**src/rtl/pip_fir_filter_pkg.sv**
```systemverilog
// Shared types and constants for the 16-tap pipelined low-pass FIR.
// Latency: n/a (package only).
// Backpressure: n/a (package only).
package pip_fir_pkg;

    localparam int DATA_W    = 33;
    localparam int COEF_W    = 16;
    localparam int NTAPS     = 16;
    localparam int COEF_FRAC = 15;
    // Full-precision accumulator: product width plus one growth bit per tree level.
    localparam int ACC_W     = DATA_W + COEF_W + $clog2(NTAPS);
    // Delay line, product stage, tree levels, output register.
    localparam int LATENCY   = 3 + $clog2(NTAPS);

    typedef logic signed [DATA_W-1:0] sample_t;
    typedef logic signed [COEF_W-1:0] coef_t;
    typedef logic signed [ACC_W-1:0]  acc_t;

    // Symmetric Q1.15 low-pass taps; they sum to 32768 (unity DC gain).
    localparam coef_t COEFS [NTAPS] = '{
        -16'sd128,  -16'sd256,  16'sd0,     16'sd768,
         16'sd2048,  16'sd3584, 16'sd4736,  16'sd5632,
         16'sd5632,  16'sd4736, 16'sd3584,  16'sd2048,
         16'sd768,   16'sd0,   -16'sd256,  -16'sd128
    };

    // Bounds of the output sample range, used when saturating.
    localparam sample_t SAMPLE_MAX = {1'b0, {(DATA_W-1){1'b1}}};
    localparam sample_t SAMPLE_MIN = {1'b1, {(DATA_W-1){1'b0}}};

endpackage

```
**src/rtl/pip_fir_filter_if.sv**
```systemverilog
// Sample bus of the FIR: one input sample and one output sample per clock.
// Latency: n/a (wires only).
// Backpressure: none; every cycle carries a valid sample.
// Signals: x (sample into the filter), y (filtered sample out of the filter).
interface pip_fir_filter_if ();
    import pip_fir_pkg::*;

    sample_t x;
    sample_t y;

    // master: the sample source / sink around the filter.
    modport master (output x, input y);
    // slave: the filter itself.
    modport slave  (input x, output y);
endinterface

```
**src/rtl/pip_fir_filter_adder_tree.sv**
```systemverilog
// Pipelined binary reduction of N accumulator-width operands to one sum.
// Latency: log2(N) cycles, one register per tree level.
// Backpressure: none; a new operand set is accepted every cycle.
// Ports: clk, rst_n (async active-low), in_dat[N] operands, sum_dat result.
module pip_fir_adder_tree
    import pip_fir_pkg::*;
#(
    parameter int N = NTAPS
) (
    input  logic clk,
    input  logic rst_n,
    input  acc_t in_dat [N],
    output acc_t sum_dat
);

    localparam int LEVELS = $clog2(N);

    // All tree nodes packed into one array. Level l holds N>>(l+1) partial
    // sums starting at offset N - (N>>l); the last entry is the root.
    acc_t node_d [N-1];
    acc_t node_q [N-1];

    always_comb begin
        for (int k = 0; k < N-1; k++) begin
            node_d[k] = '0;
        end
        for (int l = 0; l < LEVELS; l++) begin
            for (int i = 0; i < (N >> (l+1)); i++) begin
                if (l == 0) begin
                    node_d[i] = in_dat[2*i] + in_dat[2*i+1];
                end else begin
                    node_d[(N - (N >> l)) + i] =
                        node_q[(N - (N >> (l-1))) + 2*i] +
                        node_q[(N - (N >> (l-1))) + 2*i + 1];
                end
            end
        end
    end

    always_ff @(posedge clk or negedge rst_n) begin
        if (!rst_n) begin
            for (int k = 0; k < N-1; k++) begin
                node_q[k] <= '0;
            end
        end else begin
            node_q <= node_d;
        end
    end

    assign sum_dat = node_q[N-2];

endmodule

```
**src/rtl/pip_fir_filter.sv**
```systemverilog
// Fully pipelined 16-tap direct-form FIR low-pass filter, fixed Q1.15 taps.
// Latency: 7 cycles from x capture edge to y update (delay line, products, 4 tree levels, output).
// Backpressure: none; one sample in and one sample out every clock, no stall.
// Ports: clk, reset (async active-low, clears all pipeline state),
//        bus.x signed input sample, bus.y registered signed filtered output.
// Build option: PIP_FIR_SAT_EN clamps the output to the sample range instead of wrapping.
module pip_fir_filter
    import pip_fir_pkg::*;
(
    input  logic              clk,
    input  logic              reset,
    pip_fir_filter_if.slave   bus
);

    sample_t tap_d  [NTAPS];
    sample_t tap_q  [NTAPS];
    acc_t    prod_d [NTAPS];
    acc_t    prod_q [NTAPS];
    acc_t    tree_sum;
    sample_t y_d;
    sample_t y_q;

    // Delay line: tap 0 holds the newest sample.
    always_comb begin
        tap_d[0] = bus.x;
        for (int k = 1; k < NTAPS; k++) begin
            tap_d[k] = tap_q[k-1];
        end
    end

    // Both operands are sign-extended to the accumulator width before the
    // multiply so the product and everything downstream stays signed.
    always_comb begin
        for (int k = 0; k < NTAPS; k++) begin
            prod_d[k] = acc_t'(tap_q[k]) * acc_t'(COEFS[k]);
        end
    end

    pip_fir_adder_tree #(
        .N       (NTAPS)
    ) u_tree (
        .clk     (clk),
        .rst_n   (reset),
        .in_dat  (prod_q),
        .sum_dat (tree_sum)
    );

`ifdef PIP_FIR_SAT_EN
    acc_t shifted;

    always_comb begin
        shifted = tree_sum >>> COEF_FRAC;
        y_d     = sample_t'(shifted);
        if (shifted > acc_t'(SAMPLE_MAX)) begin
            y_d = SAMPLE_MAX;
        end else if (shifted < acc_t'(SAMPLE_MIN)) begin
            y_d = SAMPLE_MIN;
        end
    end
`else
    // Floor shift, then keep the low DATA_W bits (two's-complement wrap).
    always_comb begin
        y_d = sample_t'(tree_sum >>> COEF_FRAC);
    end
`endif

    always_ff @(posedge clk or negedge reset) begin
        if (!reset) begin
            for (int k = 0; k < NTAPS; k++) begin
                tap_q[k]  <= '0;
                prod_q[k] <= '0;
            end
            y_q <= '0;
        end else begin
            tap_q  <= tap_d;
            prod_q <= prod_d;
            y_q    <= y_d;
        end
    end

    assign bus.y = y_q;

endmodule

```
**src/flat_wrapper.sv**
```systemverilog
// flat-port wrapper written by rule: the top's interface ports become plain ports
module pip_fir_filter_flat import pip_fir_pkg::*;
  (clk, reset, bus_x, bus_y);
  pip_fir_filter_if bus_i ();
  input  logic clk;
  input  logic reset;
  input wire logic [$bits(bus_i.x)-1:0] bus_x;
  output wire logic [$bits(bus_i.y)-1:0] bus_y;
  assign bus_i.x = bus_x;
  assign bus_y = bus_i.y;
  pip_fir_filter u_core (.clk(clk), .reset(reset), .bus(bus_i));
endmodule
```
**config.mk**
```make
export PLATFORM = sky130hd
export DESIGN_NAME = pip_fir_filter_flat
export DESIGN_NICKNAME = d
export VERILOG_FILES = /design/src/rtl/pip_fir_filter_pkg.sv /design/src/rtl/pip_fir_filter_if.sv /design/src/rtl/pip_fir_filter_adder_tree.sv /design/src/rtl/pip_fir_filter.sv /design/src/flat_wrapper.sv
export SDC_FILE = /design/constraint.sdc
export NUM_CORES = 2
export LEC_CHECK = 0
export BUFFER_PORTS_ARGS = -buffer_cell sky130_fd_sc_hd__buf_4
export CAP_MARGIN = 0
export CORE_MARGIN = 3
export CORE_UTILIZATION = 50
export CTS_CLUSTER_SIZE = 24
export DETAILED_ROUTE_END_ITERATION = 7
export PLACE_DENSITY_LB_ADDON = 0.25
export SYNTH_ARGS = -nofsm -noshare
export SYNTH_HDL_FRONTEND = slang
export SYNTH_SLANG_ARGS = --single-unit
```
**constraint.sdc**
```tcl
create_clock -name clk -period 9.05 [get_ports clk]
set_input_delay 0.4525 -clock clk [delete_from_list [all_inputs] [get_ports clk]]
set_output_delay 0.4525 -clock clk [all_outputs]
set_load 0.01 [all_outputs]
```
==> run summary <==
Status: finished, final reports clean
Floorplan row count: 155
CP Data Required Time: 9.73 ns
Final setup viols: 0
Seq/Total Area, Yosys: 44.0%
CTS sink cnt: 1589
Via count: 60800
FMAX: 0.195 GHz
Wirelength per Cell: 17.9 um
Slew headroom: 32.1%
DR vias/cell: 5.42
Routed Antenna Nets: 0
Die Area: 186000 sq um
GRT overflow: 0
Maximum vdd ir drop: 0.000176 V
Worst-Margin Slew: 0.993 ns
Syn Std Cell Area: 90400 sq um
Worst Slack Setup Final: 3.91 ns
Cells after synthesis: 8498
Overall Power: 35.5 mW
Fillcell total: 15000
I/O pins: 68
Total CTS buffers: 178
Clock transition at the registers of the reported paths: 0.06 ns
YS warnings: 0
Ys async rst share: 100%
Post-synth net total: 9841
Vias in the first global route: 64500
Total setup buffers inserted after CTS: 0
Most common cell after layout, fill and taps aside: dfrtp_1
Crit share post-route: 56.8%
Maximum root-to-sink buffer count: 3
Hold WS: 0.277 ns
Flops & latches, synth: 1589
Router iterations before antenna repair: 5
LEAKAGE: 49.5 nW
Initial antenna violation count: 7
Gr usage total: 21.9%
Syn avg cell area: 10.6 sq um
Setup crit start kind: flip-flop
H-Tree Depth: 4
CTS Root Buffer Type: clkbuf_16
Fin util: 56.2%
# DRC: 0
Reg area: 39800 sq um
Number of synthesized flops with an enable pin: 0
Largest net degree at the start of global routing: 198
Most frequent cells in the layout: dfrtp_1 (1589), ha_1 (1106), inv_1 (1018)
RSZ-0062 raised after global routing: false
Multi-input logic area: 46500 sq um
Nets: 10100
Synth unique cells: 99
Hold WC Path Type: primary input to flip-flop
Layout cell share with drive strength beyond 1: 5.33%
Clock Latency Late Sink: 0.82 ns
Hold Vio Cnt, Final: 0
Post-DP HPWL: 154 mm
Max stage delay on crit path: 0.70 ns
CP arrival: 5.82 ns
DP Worst Slack: 3.89 ns
P&R area growth vs syn: 11.3%
PD cells: 352 nW/um^2
Most used cell, CP: ha_1
Worst-path maximum fanout: 6
Post-layout min period: 5.14 ns
Kind of critical path: flip-flop to flip-flop
Worst-path cell chain: ha_1, ha_1, inv_1, fa_1, inv_1, ha_1, nand2_1, a2111oi_0, o21ai_0, o31ai_1, a311o_1, nand2_1, o21ai_0, a221o_1, a21oi_1, xnor2_1
Wirelength, routed: 201 mm
Ys flop type: dfrtp_1
Routability cong.: 0.905
First-pass GRT wire length: 326 mm
Clock Skews: 0.0253 ns
CTS tree: done
CP Capture Type: flip-flop
I/O Buffers: 67
Crit-path slowest cell: a2111oi_0
Die height: 431 um
Fin. max-slew vios: 0
Starting Density: 50.5%
DRT iter0 DRCs: 3180
Die width: 431 um
Total Neg Setup Slack: 0 ns
Max-cap violations: 0
Area of the core: 179000 sq um
final cells by class:
type	count	area share, %
antenna	1	0.00249
clock buffer	239	5.03
clock inverter	90	1.35
inverter	1018	3.80
multi-input combinational	5808	46.3
sequential	1589	39.5
tap	2355	2.93
timing repair buffer	126	1.13
power by group:
group	leakage, nW	internal [mW]	switching [mW]
Sequential	18.5	9.26	1.03
Combinational	27.9	7.09	10.3
Clock	3.14	4.73	3.04
critical path: cells and delay by family, from the launching register on:
kind	cells	cell delay [ns]
compound gates	7	2.69
fa+ha+maj	4	1.43
flops	1	0.45
simple gates	2	0.20
xor+xnor	1	0.14
buf+inv	2	0.08
sequential cells by signal, summed over array words and instances (netlist names):
signal	count
u_core.u_tree.sum_dat	33
u_core.tap_d	495
u_core.tap_q	33
u_core.prod_q	451
u_core.u_tree.node_q	544
u_core.bus.y	33
worst paths after layout:
kind	slack [ns]	start	endpoint	cells past startpoint
max in group asynchronous	6.41	reset	u_core.u_tree.node_q[769]$_DFF_PN0_	4
hold reg to reg	0.33	u_core.tap_d[105]$_DFF_PN0_	u_core.tap_d[72]$_DFF_PN0_	0
hold / removal	0.28	bus_x[18]	u_core.tap_d[480]$_DFF_PN0_	2
setup reg to reg	3.91	u_core.tap_d[171]$_DFF_PN0_	u_core.prod_q[357]$_DFF_PN0_	16
setup / recovery	3.91	u_core.tap_d[171]$_DFF_PN0_	u_core.prod_q[357]$_DFF_PN0_	16
min in group asynchronous	0.30	reset	u_core.u_tree.node_q[381]$_DFF_PN0_	2
cell usage after synthesis (8+ instances only):
library cell / count / area [sq um]
a2111oi_0: 10 / 87.6
a211o_1: 11 / 96.3
a211oi_1: 47 / 353
a21boi_0: 20 / 150
a21o_1: 459 / 3450
a21oi_1: 620 / 3100
a221o_1: 16 / 160
a221oi_1: 15 / 131
a311oi_1: 11 / 96.3
a31o_2: 16 / 140
a31oi_1: 75 / 469
a41oi_1: 13 / 114
and2_1: 42 / 263
and3_1: 78 / 488
and4_1: 16 / 140
clkbuf_1: 75 / 282
dfrtp_1: 1589 / 39800
fa_1: 202 / 4040
ha_1: 1106 / 13800
inv_1: 1018 / 3820
nand2_1: 340 / 1280
nand2b_1: 116 / 726
nand3_1: 130 / 651
nand3b_1: 8 / 60.1
nand4_1: 75 / 469
nor2_1: 441 / 1660
nor2b_1: 145 / 907
nor3_1: 104 / 521
nor3b_1: 15 / 113
nor4_1: 28 / 175
o2111ai_1: 9 / 78.8
o211ai_1: 28 / 210
o21a_1: 102 / 766
o21ai_0: 331 / 1660
o21ai_1: 22 / 110
o21bai_1: 87 / 653
o311ai_0: 8 / 70.1
o31a_1: 19 / 166
o31ai_1: 25 / 188
o41ai_1: 11 / 96.3
or2_2: 16 / 100
or3_1: 38 / 238
or4_1: 16 / 120
xnor2_1: 568 / 4970
xor2_1: 255 / 2230
stage by stage:
step                      cells  area (sq um)
after floorplan            8498         90400
after global placement    10900         93900
after detailed placement  10900         93900
after CTS                 11200        101000
after global routing      11200        101000
final                     11200        101000
timing repair:
action                                 CTS  global route
hold buffers                            34             0
resized for setup                        0             0
endpoints found under the hold margin  182             0
per-layer routing:
layer  vias up  track usage (%)  share of wire (%)
met4         2             9.25                4.4
met2      1053             39.6                 51
met3       428             2.51                2.9
met5         -                0             0.0065
met1     29600             26.3                 42
li1      29700                -                  -
cell families (layout without fill, tap and decap cells):
| kind of cell | Yosys count | in the layout | share of synthesized area, % |
|---|---|---|---|
| muxes | 5 | 5 | 0.0553 |
| and+or+nand+nor | 1635 | 1635 | 9.04 |
| AOI/OAI and AO/OA | 2037 | 2037 | 14.6 |
| xor gates and xnor gates | 823 | 823 | 7.97 |
| DFF | 1589 | 1589 | 44.0 |
| adders and majority gates | 1308 | 1308 | 19.8 |
| buffers and inverters | 1101 | 1473 | 4.58 |
| other | 0 | 1 | 0 |
Power figures use the tool's default switching activity.
